===== src/rtl/text_pkg.sv =====
// text_pkg: shared types and constants for the text-mode tile generator.
//   GLYPH_W/GLYPH_H : glyph cell size in pixels (before scaling)
//   CHAR_SPACE      : code written into every cell by the clear sweep
//   ATTR_DEFAULT    : attribute written by the clear sweep {blink=0, fg=green}
//   RGB_*           : 3-bit colour constants {r,g,b}
//   cell_t          : one character-buffer word {chr, attr}
//   fsm_t           : buffer-clear FSM states
//   font_pixel()    : picks one pixel out of a font row, MSB = leftmost
package text_pkg;

  localparam int GLYPH_W = 8;
  localparam int GLYPH_H = 16;

  localparam logic [6:0] CHAR_SPACE   = 7'h20;
  localparam logic [3:0] ATTR_DEFAULT = 4'b0010;

  localparam logic [2:0] RGB_BLACK   = 3'b000;
  localparam logic [2:0] RGB_BLUE    = 3'b001;
  localparam logic [2:0] RGB_GREEN   = 3'b010;
  localparam logic [2:0] RGB_MAGENTA = 3'b101;
  localparam logic [2:0] RGB_WHITE   = 3'b111;

  // attr = {blink, fg_rgb[2:0]}
  typedef struct packed {
    logic [6:0] chr;
    logic [3:0] attr;
  } cell_t;

  typedef enum logic {
    CLEAR = 1'b0,
    IDLE  = 1'b1
  } fsm_t;

  function automatic logic font_pixel(input logic [7:0] row_bits, input logic [2:0] bit_idx);
    return row_bits[3'd7 - bit_idx];
  endfunction

endpackage


===== src/rtl/text_tile_gen_if.sv =====
// text_tile_gen_if: host/video-side bundle of the text tile generator.
//   video inputs  : video_on, pixel_x, pixel_y, frame_tick
//   write port    : wr_en, wr_col, wr_row, wr_char, wr_attr -> wr_ready
//   cursor        : cursor_en, cursor_col, cursor_row
//   video outputs : text_on, rgb_text (registered, 3 clocks after the pixel)
//   debug         : state (buffer-clear FSM state)
//
// Write handshake: a cell write happens on a rising clk edge where wr_en and
// wr_ready are both 1. There is no back-pressure queue: a write presented
// while wr_ready is 0, or with wr_col/wr_row outside the buffer, is dropped
// and never retried. wr_ready is 0 for the whole post-reset clear sweep and
// 1 afterwards.
interface text_tile_gen_if;
  import text_pkg::*;

  logic       video_on;
  logic [9:0] pixel_x;
  logic [9:0] pixel_y;
  logic       frame_tick;

  logic       wr_en;
  logic [6:0] wr_col;
  logic [4:0] wr_row;
  logic [6:0] wr_char;
  logic [3:0] wr_attr;
  logic       wr_ready;

  logic       cursor_en;
  logic [6:0] cursor_col;
  logic [4:0] cursor_row;

  logic       text_on;
  logic [2:0] rgb_text;
  fsm_t       state;

  modport master (
    output video_on, pixel_x, pixel_y, frame_tick,
    output wr_en, wr_col, wr_row, wr_char, wr_attr,
    output cursor_en, cursor_col, cursor_row,
    input  wr_ready, text_on, rgb_text, state
  );

  modport slave (
    input  video_on, pixel_x, pixel_y, frame_tick,
    input  wr_en, wr_col, wr_row, wr_char, wr_attr,
    input  cursor_en, cursor_col, cursor_row,
    output wr_ready, text_on, rgb_text, state
  );

endinterface


===== src/rtl/ROM_font.sv =====
// ROM_font: 2048x8 glyph ROM, 128 codes x 16 rows, registered output
// (1-cycle latency). Bit 7 of a row is the leftmost pixel.
//   clk  : clock
//   addr : {char_code[6:0], glyph_row[3:0]}
//   data : font row, valid the cycle after addr
// This image carries the glyphs the overlay currently needs: space is
// blank, 'A' is the standard 8x16 shape, and every other code shows a
// hollow box so an unexpected code is visible on screen.
module ROM_font (
  input  logic        clk,
  input  logic [10:0] addr,
  output logic [7:0]  data
);

  logic [7:0] row_bits;

  always_comb begin
    row_bits = 8'h00;
    if (addr[10:4] == 7'h41) begin
      case (addr[3:0])
        4'd2:                      row_bits = 8'h10;
        4'd3:                      row_bits = 8'h38;
        4'd4:                      row_bits = 8'h6C;
        4'd5, 4'd6:                row_bits = 8'hC6;
        4'd7:                      row_bits = 8'hFE;
        4'd8, 4'd9, 4'd10, 4'd11:  row_bits = 8'hC6;
        default:                   row_bits = 8'h00;
      endcase
    end else if (addr[10:4] != 7'h20) begin
      row_bits = (addr[3:0] == 4'd0 || addr[3:0] == 4'hF) ? 8'hFF : 8'h81;
    end
  end

  always_ff @(posedge clk) begin
    data <= row_bits;
  end

endmodule


===== src/rtl/char_ram.sv =====
// char_ram: simple dual-port character buffer, one write port and one
// synchronous read port, read-first (a same-cycle write to the read cell
// returns the old word).
//   clk   : clock
//   we    : write enable
//   waddr : write address
//   wdata : write word
//   raddr : read address
//   rdata : read word, valid the cycle after raddr
module char_ram #(
  parameter int DEPTH  = 128,
  parameter int ADDR_W = 7,
  parameter int W      = 11
) (
  input  logic              clk,
  input  logic              we,
  input  logic [ADDR_W-1:0] waddr,
  input  logic [W-1:0]      wdata,
  input  logic [ADDR_W-1:0] raddr,
  output logic [W-1:0]      rdata
);

  logic [W-1:0] mem [DEPTH];

  always_ff @(posedge clk) begin
    rdata <= mem[raddr];
    if (we) begin
      mem[waddr] <= wdata;
    end
  end

endmodule


===== src/rtl/text_tile_gen.sv =====
// text_tile_gen: text-mode overlay for the VGA path. A COLSxROWS character
// buffer with per-cell {blink, fg} attribute is rendered with 8x16 glyphs
// from ROM_font, scaled by 2^SCALE_LOG2, at (ORIGIN_X, ORIGIN_Y). A blinking
// cursor inverts its cell. Output is a fixed 3-clock pipeline behind
// pixel_x/pixel_y/video_on. After reset the buffer is swept to spaces,
// one cell per clock, before host writes are accepted.
//   clk   : pixel clock
//   reset : synchronous, active-high
//   bus   : text_tile_gen_if.slave (video, write port, cursor, outputs)
module text_tile_gen
  import text_pkg::*;
#(
  parameter int COLS         = 32,
  parameter int ROWS         = 4,
  parameter int ORIGIN_X     = 0,
  parameter int ORIGIN_Y     = 0,
  parameter int SCALE_LOG2   = 0,
  parameter int BLINK_FRAMES = 30
) (
  input logic            clk,
  input logic            reset,
  text_tile_gen_if.slave bus
);

  localparam int DEPTH  = COLS * ROWS;
  localparam int ADDR_W = (DEPTH > 1) ? $clog2(DEPTH) : 1;
  localparam int BCW    = (BLINK_FRAMES > 1) ? $clog2(BLINK_FRAMES) : 1;

  localparam int unsigned WIN_W = (COLS * GLYPH_W) << SCALE_LOG2;
  localparam int unsigned WIN_H = (ROWS * GLYPH_H) << SCALE_LOG2;

  localparam logic [10:0]       ORG_X      = 11'(ORIGIN_X);
  localparam logic [10:0]       ORG_Y      = 11'(ORIGIN_Y);
  localparam logic [ADDR_W-1:0] LAST_ADDR  = ADDR_W'(DEPTH - 1);
  localparam logic [BCW-1:0]    LAST_BLINK = BCW'(BLINK_FRAMES - 1);

  // ---------------- clear FSM ----------------
  fsm_t              state;
  logic [ADDR_W-1:0] clr_addr;
  logic              wr_ready_q;

  always_ff @(posedge clk) begin
    if (reset) begin
      state      <= CLEAR;
      clr_addr   <= '0;
      wr_ready_q <= 1'b0;
    end else if (state == CLEAR) begin
      if (clr_addr == LAST_ADDR) begin
        state      <= IDLE;
        clr_addr   <= '0;
        wr_ready_q <= 1'b1;
      end else begin
        clr_addr <= clr_addr + 1'b1;
      end
    end
  end

  // ---------------- write port mux ----------------
  logic              host_hit;
  logic              we;
  logic [ADDR_W-1:0] waddr;
  cell_t             wdata;

  always_comb begin
    host_hit = bus.wr_en && wr_ready_q && (state == IDLE)
               && (32'(bus.wr_col) < COLS) && (32'(bus.wr_row) < ROWS);
    we    = 1'b0;
    waddr = clr_addr;
    wdata = '{chr: CHAR_SPACE, attr: ATTR_DEFAULT};
    if (!reset) begin
      if (state == CLEAR) begin
        we = 1'b1;
      end else if (host_hit) begin
        we    = 1'b1;
        waddr = ADDR_W'(32'(bus.wr_row) * COLS + 32'(bus.wr_col));
        wdata = '{chr: bus.wr_char, attr: bus.wr_attr};
      end
    end
  end

  // ---------------- blink ----------------
  logic [BCW-1:0] blink_cnt;
  logic           blink_phase;

  always_ff @(posedge clk) begin
    if (reset) begin
      blink_cnt   <= '0;
      blink_phase <= 1'b0;
    end else if (bus.frame_tick) begin
      if (blink_cnt == LAST_BLINK) begin
        blink_cnt   <= '0;
        blink_phase <= ~blink_phase;
      end else begin
        blink_cnt <= blink_cnt + 1'b1;
      end
    end
  end

  // ---------------- stage 0: tile math ----------------
  // dx/dy wrap when the pixel is left of/above the origin, so the
  // origin compare is done on the raw coordinate first.
  logic [10:0]       dx, dy;
  logic [10:0]       col0, row0;
  logic              in_win0;
  logic              cur0;
  logic [ADDR_W-1:0] raddr;

  always_comb begin
    dx      = {1'b0, bus.pixel_x} - ORG_X;
    dy      = {1'b0, bus.pixel_y} - ORG_Y;
    in_win0 = ({1'b0, bus.pixel_x} >= ORG_X) && (32'(dx) < WIN_W)
              && ({1'b0, bus.pixel_y} >= ORG_Y) && (32'(dy) < WIN_H);
    col0    = dx >> (3 + SCALE_LOG2);
    row0    = dy >> (4 + SCALE_LOG2);
    cur0    = bus.cursor_en && (col0 == 11'(bus.cursor_col)) && (row0 == 11'(bus.cursor_row));
    raddr   = in_win0 ? ADDR_W'(32'(row0) * COLS + 32'(col0)) : '0;
  end

  cell_t rd_cell;

  char_ram #(
    .DEPTH (DEPTH),
    .ADDR_W(ADDR_W),
    .W     ($bits(cell_t))
  ) u_char_ram (
    .clk  (clk),
    .we   (we),
    .waddr(waddr),
    .wdata(wdata),
    .raddr(raddr),
    .rdata(rd_cell)
  );

  // ---------------- stage 1/2 side-band ----------------
  logic       s1_vid, s1_win, s1_cur;
  logic [2:0] s1_bit;
  logic [3:0] s1_grow;
  logic       s2_vid, s2_win, s2_cur;
  logic [2:0] s2_bit;
  logic [3:0] s2_attr;
  logic [7:0] font_row;

  ROM_font u_font (
    .clk (clk),
    .addr({rd_cell.chr, s1_grow}),
    .data(font_row)
  );

  // Cursor inversion happens after the attribute blink so a cursor on a
  // blinking cell still shows.
  logic px2;
  always_comb begin
    px2 = font_pixel(font_row, s2_bit) && !(s2_attr[3] && blink_phase);
    if (s2_cur && blink_phase) begin
      px2 = !px2;
    end
  end

  logic       text_on_q;
  logic [2:0] rgb_q;

  always_ff @(posedge clk) begin
    if (reset) begin
      s1_vid    <= 1'b0;
      s1_win    <= 1'b0;
      s1_cur    <= 1'b0;
      s1_bit    <= '0;
      s1_grow   <= '0;
      s2_vid    <= 1'b0;
      s2_win    <= 1'b0;
      s2_cur    <= 1'b0;
      s2_bit    <= '0;
      s2_attr   <= '0;
      text_on_q <= 1'b0;
      rgb_q     <= RGB_BLACK;
    end else begin
      s1_vid  <= bus.video_on;
      s1_win  <= in_win0;
      s1_cur  <= cur0;
      s1_bit  <= 3'(dx >> SCALE_LOG2);
      s1_grow <= 4'(dy >> SCALE_LOG2);
      s2_vid  <= s1_vid;
      s2_win  <= s1_win;
      s2_cur  <= s1_cur;
      s2_bit  <= s1_bit;
      s2_attr <= rd_cell.attr;
      if (!s2_vid || !s2_win || state == CLEAR) begin
        text_on_q <= 1'b0;
        rgb_q     <= RGB_BLACK;
      end else begin
        text_on_q <= px2;
        rgb_q     <= px2 ? s2_attr[2:0] : RGB_BLACK;
      end
    end
  end

  assign bus.wr_ready = wr_ready_q;
  assign bus.text_on  = text_on_q;
  assign bus.rgb_text = rgb_q;
  assign bus.state    = state;

endmodule


===== src/flat_wrapper.sv =====
// flat-port wrapper written by rule: the top's interface ports become plain ports
module text_tile_gen_flat import text_pkg::*;
#(
  parameter int COLS         = 32,
  parameter int ROWS         = 4,
  parameter int ORIGIN_X     = 0,
  parameter int ORIGIN_Y     = 0,
  parameter int SCALE_LOG2   = 0,
  parameter int BLINK_FRAMES = 30
)
  (clk, reset, bus_video_on, bus_pixel_x, bus_pixel_y, bus_frame_tick, bus_wr_en, bus_wr_col, bus_wr_row, bus_wr_char, bus_wr_attr, bus_cursor_en, bus_cursor_col, bus_cursor_row, bus_wr_ready, bus_text_on, bus_rgb_text, bus_state);
  text_tile_gen_if bus_i ();
  input logic clk;
  input logic reset;
  input wire logic [$bits(bus_i.video_on)-1:0] bus_video_on;
  input wire logic [$bits(bus_i.pixel_x)-1:0] bus_pixel_x;
  input wire logic [$bits(bus_i.pixel_y)-1:0] bus_pixel_y;
  input wire logic [$bits(bus_i.frame_tick)-1:0] bus_frame_tick;
  input wire logic [$bits(bus_i.wr_en)-1:0] bus_wr_en;
  input wire logic [$bits(bus_i.wr_col)-1:0] bus_wr_col;
  input wire logic [$bits(bus_i.wr_row)-1:0] bus_wr_row;
  input wire logic [$bits(bus_i.wr_char)-1:0] bus_wr_char;
  input wire logic [$bits(bus_i.wr_attr)-1:0] bus_wr_attr;
  input wire logic [$bits(bus_i.cursor_en)-1:0] bus_cursor_en;
  input wire logic [$bits(bus_i.cursor_col)-1:0] bus_cursor_col;
  input wire logic [$bits(bus_i.cursor_row)-1:0] bus_cursor_row;
  output wire logic [$bits(bus_i.wr_ready)-1:0] bus_wr_ready;
  output wire logic [$bits(bus_i.text_on)-1:0] bus_text_on;
  output wire logic [$bits(bus_i.rgb_text)-1:0] bus_rgb_text;
  output wire logic [$bits(bus_i.state)-1:0] bus_state;
  assign bus_i.video_on = bus_video_on;
  assign bus_i.pixel_x = bus_pixel_x;
  assign bus_i.pixel_y = bus_pixel_y;
  assign bus_i.frame_tick = bus_frame_tick;
  assign bus_i.wr_en = bus_wr_en;
  assign bus_i.wr_col = bus_wr_col;
  assign bus_i.wr_row = bus_wr_row;
  assign bus_i.wr_char = bus_wr_char;
  assign bus_i.wr_attr = bus_wr_attr;
  assign bus_i.cursor_en = bus_cursor_en;
  assign bus_i.cursor_col = bus_cursor_col;
  assign bus_i.cursor_row = bus_cursor_row;
  assign bus_wr_ready = bus_i.wr_ready;
  assign bus_text_on = bus_i.text_on;
  assign bus_rgb_text = bus_i.rgb_text;
  assign bus_state = bus_i.state;
  text_tile_gen #(.COLS(COLS), .ROWS(ROWS), .ORIGIN_X(ORIGIN_X), .ORIGIN_Y(ORIGIN_Y), .SCALE_LOG2(SCALE_LOG2), .BLINK_FRAMES(BLINK_FRAMES)) u_core (.clk(clk), .reset(reset), .bus(bus_i));
endmodule

===== config.mk =====
export PLATFORM = sky130hd
export DESIGN_NAME = text_tile_gen_flat
export DESIGN_NICKNAME = d
export VERILOG_FILES = /design/src/rtl/text_pkg.sv /design/src/rtl/text_tile_gen_if.sv /design/src/rtl/ROM_font.sv /design/src/rtl/char_ram.sv /design/src/rtl/text_tile_gen.sv /design/src/flat_wrapper.sv
export SDC_FILE = /design/constraint.sdc
export NUM_CORES = 2
export LEC_CHECK = 0
export CAP_MARGIN = 0
export CORE_MARGIN = 5
export CORE_UTILIZATION = 27
export DETAILED_ROUTE_END_ITERATION = 16
export PLACE_DENSITY = 0.49
export SETUP_SLACK_MARGIN = 0.05
export SLEW_MARGIN = 20
export SYNTH_ARGS = -nofsm -noshare
export SYNTH_HDL_FRONTEND = slang
export SYNTH_SLANG_ARGS = --single-unit

===== constraint.sdc =====
create_clock -name clk -period 12.4 [get_ports clk]
set_input_delay 1.86 -clock clk [delete_from_list [all_inputs] [get_ports clk]]
set_output_delay 1.86 -clock clk [all_outputs]
set_load 0.01 [all_outputs]

==> results.tsv <==
metric	value	unit
status	finished, final reports clean	
worstSetupEndpointType	flop	
yosys.cell_count.top_type	edfxtp_1	
grt_pass1_vias	33200	
hold_viol	0	
clkLatencyLatePin	0.78	ns
multiInputGateArea	0.0144	sq mm
grt_overflow	0	
antenna_found_initial	7	
cts_sinks	1468	
startpoint_type	input pin	
met2_length	85.6	mm
worstMarginPinSlew	1.16	ns
critPathRequiredTime	12.80	ns
post-route-drc-count	0	
power	10.2	mW
min_period	6.15	ns
fmax	163	MHz
dr.pass1.iters	5	
wire_per_inst	27.7	microns
syn-num-nets	3672	
die_w	476	microns
yosysWarnings	0	
gp_congestion	0.867	
yosysSeqAreaShare	0.741	
worstPathArrival	6.55	ns
netlist_top_cells_count	1,408 x edfxtp_1, 297 x mux2i_1, 224 x nand2_1, 218 x nor2_1, 118 x o21ai_0	
clkSlewWorstSetupHoldPaths	0.06	ns
grt_pass1_wl	260	mm
ir_drop	0.106	mV
worstPathMaxFanout	37	
ant_nets	0	
critical_path.cell_chain	clkdlybuf4s50_1 -> or4_4 -> nor4_4 -> buf_4 -> mux2i_1 -> nand3_2 -> nor2_1	
instances_no_fill	6670	
hold_class	reg -> reg	
start_util	0.271	
die_area	0.227	sq mm
cts_tree	done	
wl_met1	82.1	mm
cts_max_path_buffers	3	
synth_area_leaders	edfxtp_1 72%, mux2i_1 5.1%, mux4_2 2.6%	
grt_max_degree	90	
worstSetupPathType	in -> reg	
dp_slack	5.40	ns
finalSetupViolCount	0	
layout-drive-gt1-share	0.152	
fin_util	0.313	
synth_edf_count	1408	
finalWorstSetupSlack	6.25	ns
routed_wl	185	mm
yosysTopAreaCell	edfxtp_1	
p_leak	22.6	nW
die_y	476	microns
setup-tns-final	0	ns
highest-signal-layer	met5	
period_share	0.496	
nFillCells	21100	
max_stage_delay	1.19	ns
synthFlopType	edfxtp_1	
wl_met3	12.2	mm
cp_top_family	simple AND/OR/NAND/NOR gates	
rsz0062_at_grt	no	
post-place-cells	6385	
core	0.217	sq mm
finalNetCount	3758	
cts_root_buf	clkbuf_16	
netlist.area_leader.share	0.720	
drv_cap	0	
vias	34200	
h-tree-depth	4	
track_usage	0.157	
cp_num_buf_inv	2	
async_flop_share	0	
cts_buffers	156	
crit_slowest_cell	nor2_1	
ys_ff_latch	1468	
cts_hold_buffers	0	
slew_violations	0	
io_buffers	66	
cts_resized	0	
row_count	171	
cellPowerDensity	151	mW/mm^2
io_pins	67	
ff_latch_area	0.0435	sq mm
detail_route.iter0.violations	3455	
synth.distinct_cells	88	
synth_area	0.0587	sq mm
dp_hpwl	113	mm
relSlewSlack	0.220	
syn_avg_cell_area	16.3	sq um
syn_inst	3604	
fin_worst_skew	0.0223	ns
post_cts_buffers	0	
area_delta_synth_final	15.5	%
vias_per_cell	5.12	
-- layout by cell type (no fill, tap or decap), types with 69 or more instances in the layout --
cell	Yosys	layout
mux2_2	83	83
buf_4	8	89
clkbuf_16	0	164
o21ai_0	118	115
a21oi_1	107	107
nor2_1	218	165
edfxtp_1	1408	1408
nand2_1	224	221
mux4_2	69	69
mux2i_1	297	297
-- metal layers --
metal / vias up / GRT usage
met1: 18000 / 0.221
met4: 2 / 0.0467
met2: 1315 / 0.247
li1: 14600 / -
met3: 283 / 0.0308
met5: - / 0
-- layout make-up --
type / count / area share
Clock buffer: 205 / 0.0633
Clock inverter: 78 / 0.00879
Timing Repair Buffer: 157 / 0.0203
Multi-Input combinational cell: 1885 / 0.212
Inverter: 22 / 0.00122
Sequential cell: 1468 / 0.641
Antenna cell: 1 / 0.0000369
Tap cell: 2854 / 0.0527
-- through the flow --
stage / instance area, sq um / hold WS (ns)
after CTS: 67700 / 0.432
after global placement: 62800 / 0.417
final: 67800 / 0.426
after detailed placement: 62800 / 0.419
after global routing: 67800 / 0.440
after floorplan: 58700 / 0.403
-- report_power, final --
group	switching (mW)	total, mW	internal (mW)
registers	0.00830	5.37	5.36
clock network	1.93	4.54	2.61
logic	0.218	0.323	0.105
total	2.15	10.2	8.08
-- worst paths after layout --
check | startpoint | endpoint | slack, ns | cells past startpoint
worst max-delay path | bus_wr_col[5] | u_core.u_char_ram.mem[43][1]$_DFFE_PP_ | 6.25 | 7
worst min-delay path | u_core.s2_attr[1]$_SDFF_PP0_ | u_core.bus.rgb_text[1]$_SDFF_PP0_ | 0.43 | 1
worst max register to register | u_core.bus.state$_SDFF_PP0_ | u_core.u_char_ram.mem[43][1]$_DFFE_PP_ | 7.52 | 6
worst min register to register | u_core.s2_attr[1]$_SDFF_PP0_ | u_core.bus.rgb_text[1]$_SDFF_PP0_ | 0.43 | 1
-- kinds of logic after synthesis --
group	Yosys count	share of synthesized area
compound gates	691	0.0845
xor+xnor	27	0.00403
fa+ha+maj	7	0.00149
buf+inv	251	0.0188
flops	1468	0.741
mux	449	0.0931
simple gates	711	0.0573
-- state kept, by name, summed over array words and instances, names as in the netlist, named ones only --
signal,flops
u_core.u_char_ram.mem,1408
u_core.u_char_ram.rdata,11
u_core.clr_addr,7
u_core.u_font.data,6
u_core.blink_cnt,5
u_core.s1_grow,4
u_core.s2_attr,4
u_core.bus.rgb_text,3
u_core.s1_bit,3
u_core.s2_bit,3
u_core.blink_phase,1
u_core.bus.state,1
u_core.bus.text_on,1
u_core.bus.wr_ready,1
u_core.s1_cur,1
u_core.s1_vid,1
u_core.s1_win,1
u_core.s2_cur,1
u_core.s2_vid,1
u_core.s2_win,1
-- worst reg2reg max path: stages (launching register included) --
cell,delay (ns)
dfxtp_1,0.54
nand2b_1,0.21
nor4_4,0.27
buf_4,0.39
mux2i_1,0.83
nand3_2,1.05
nor2_1,1.21
(Power assumes the default switching activity.)
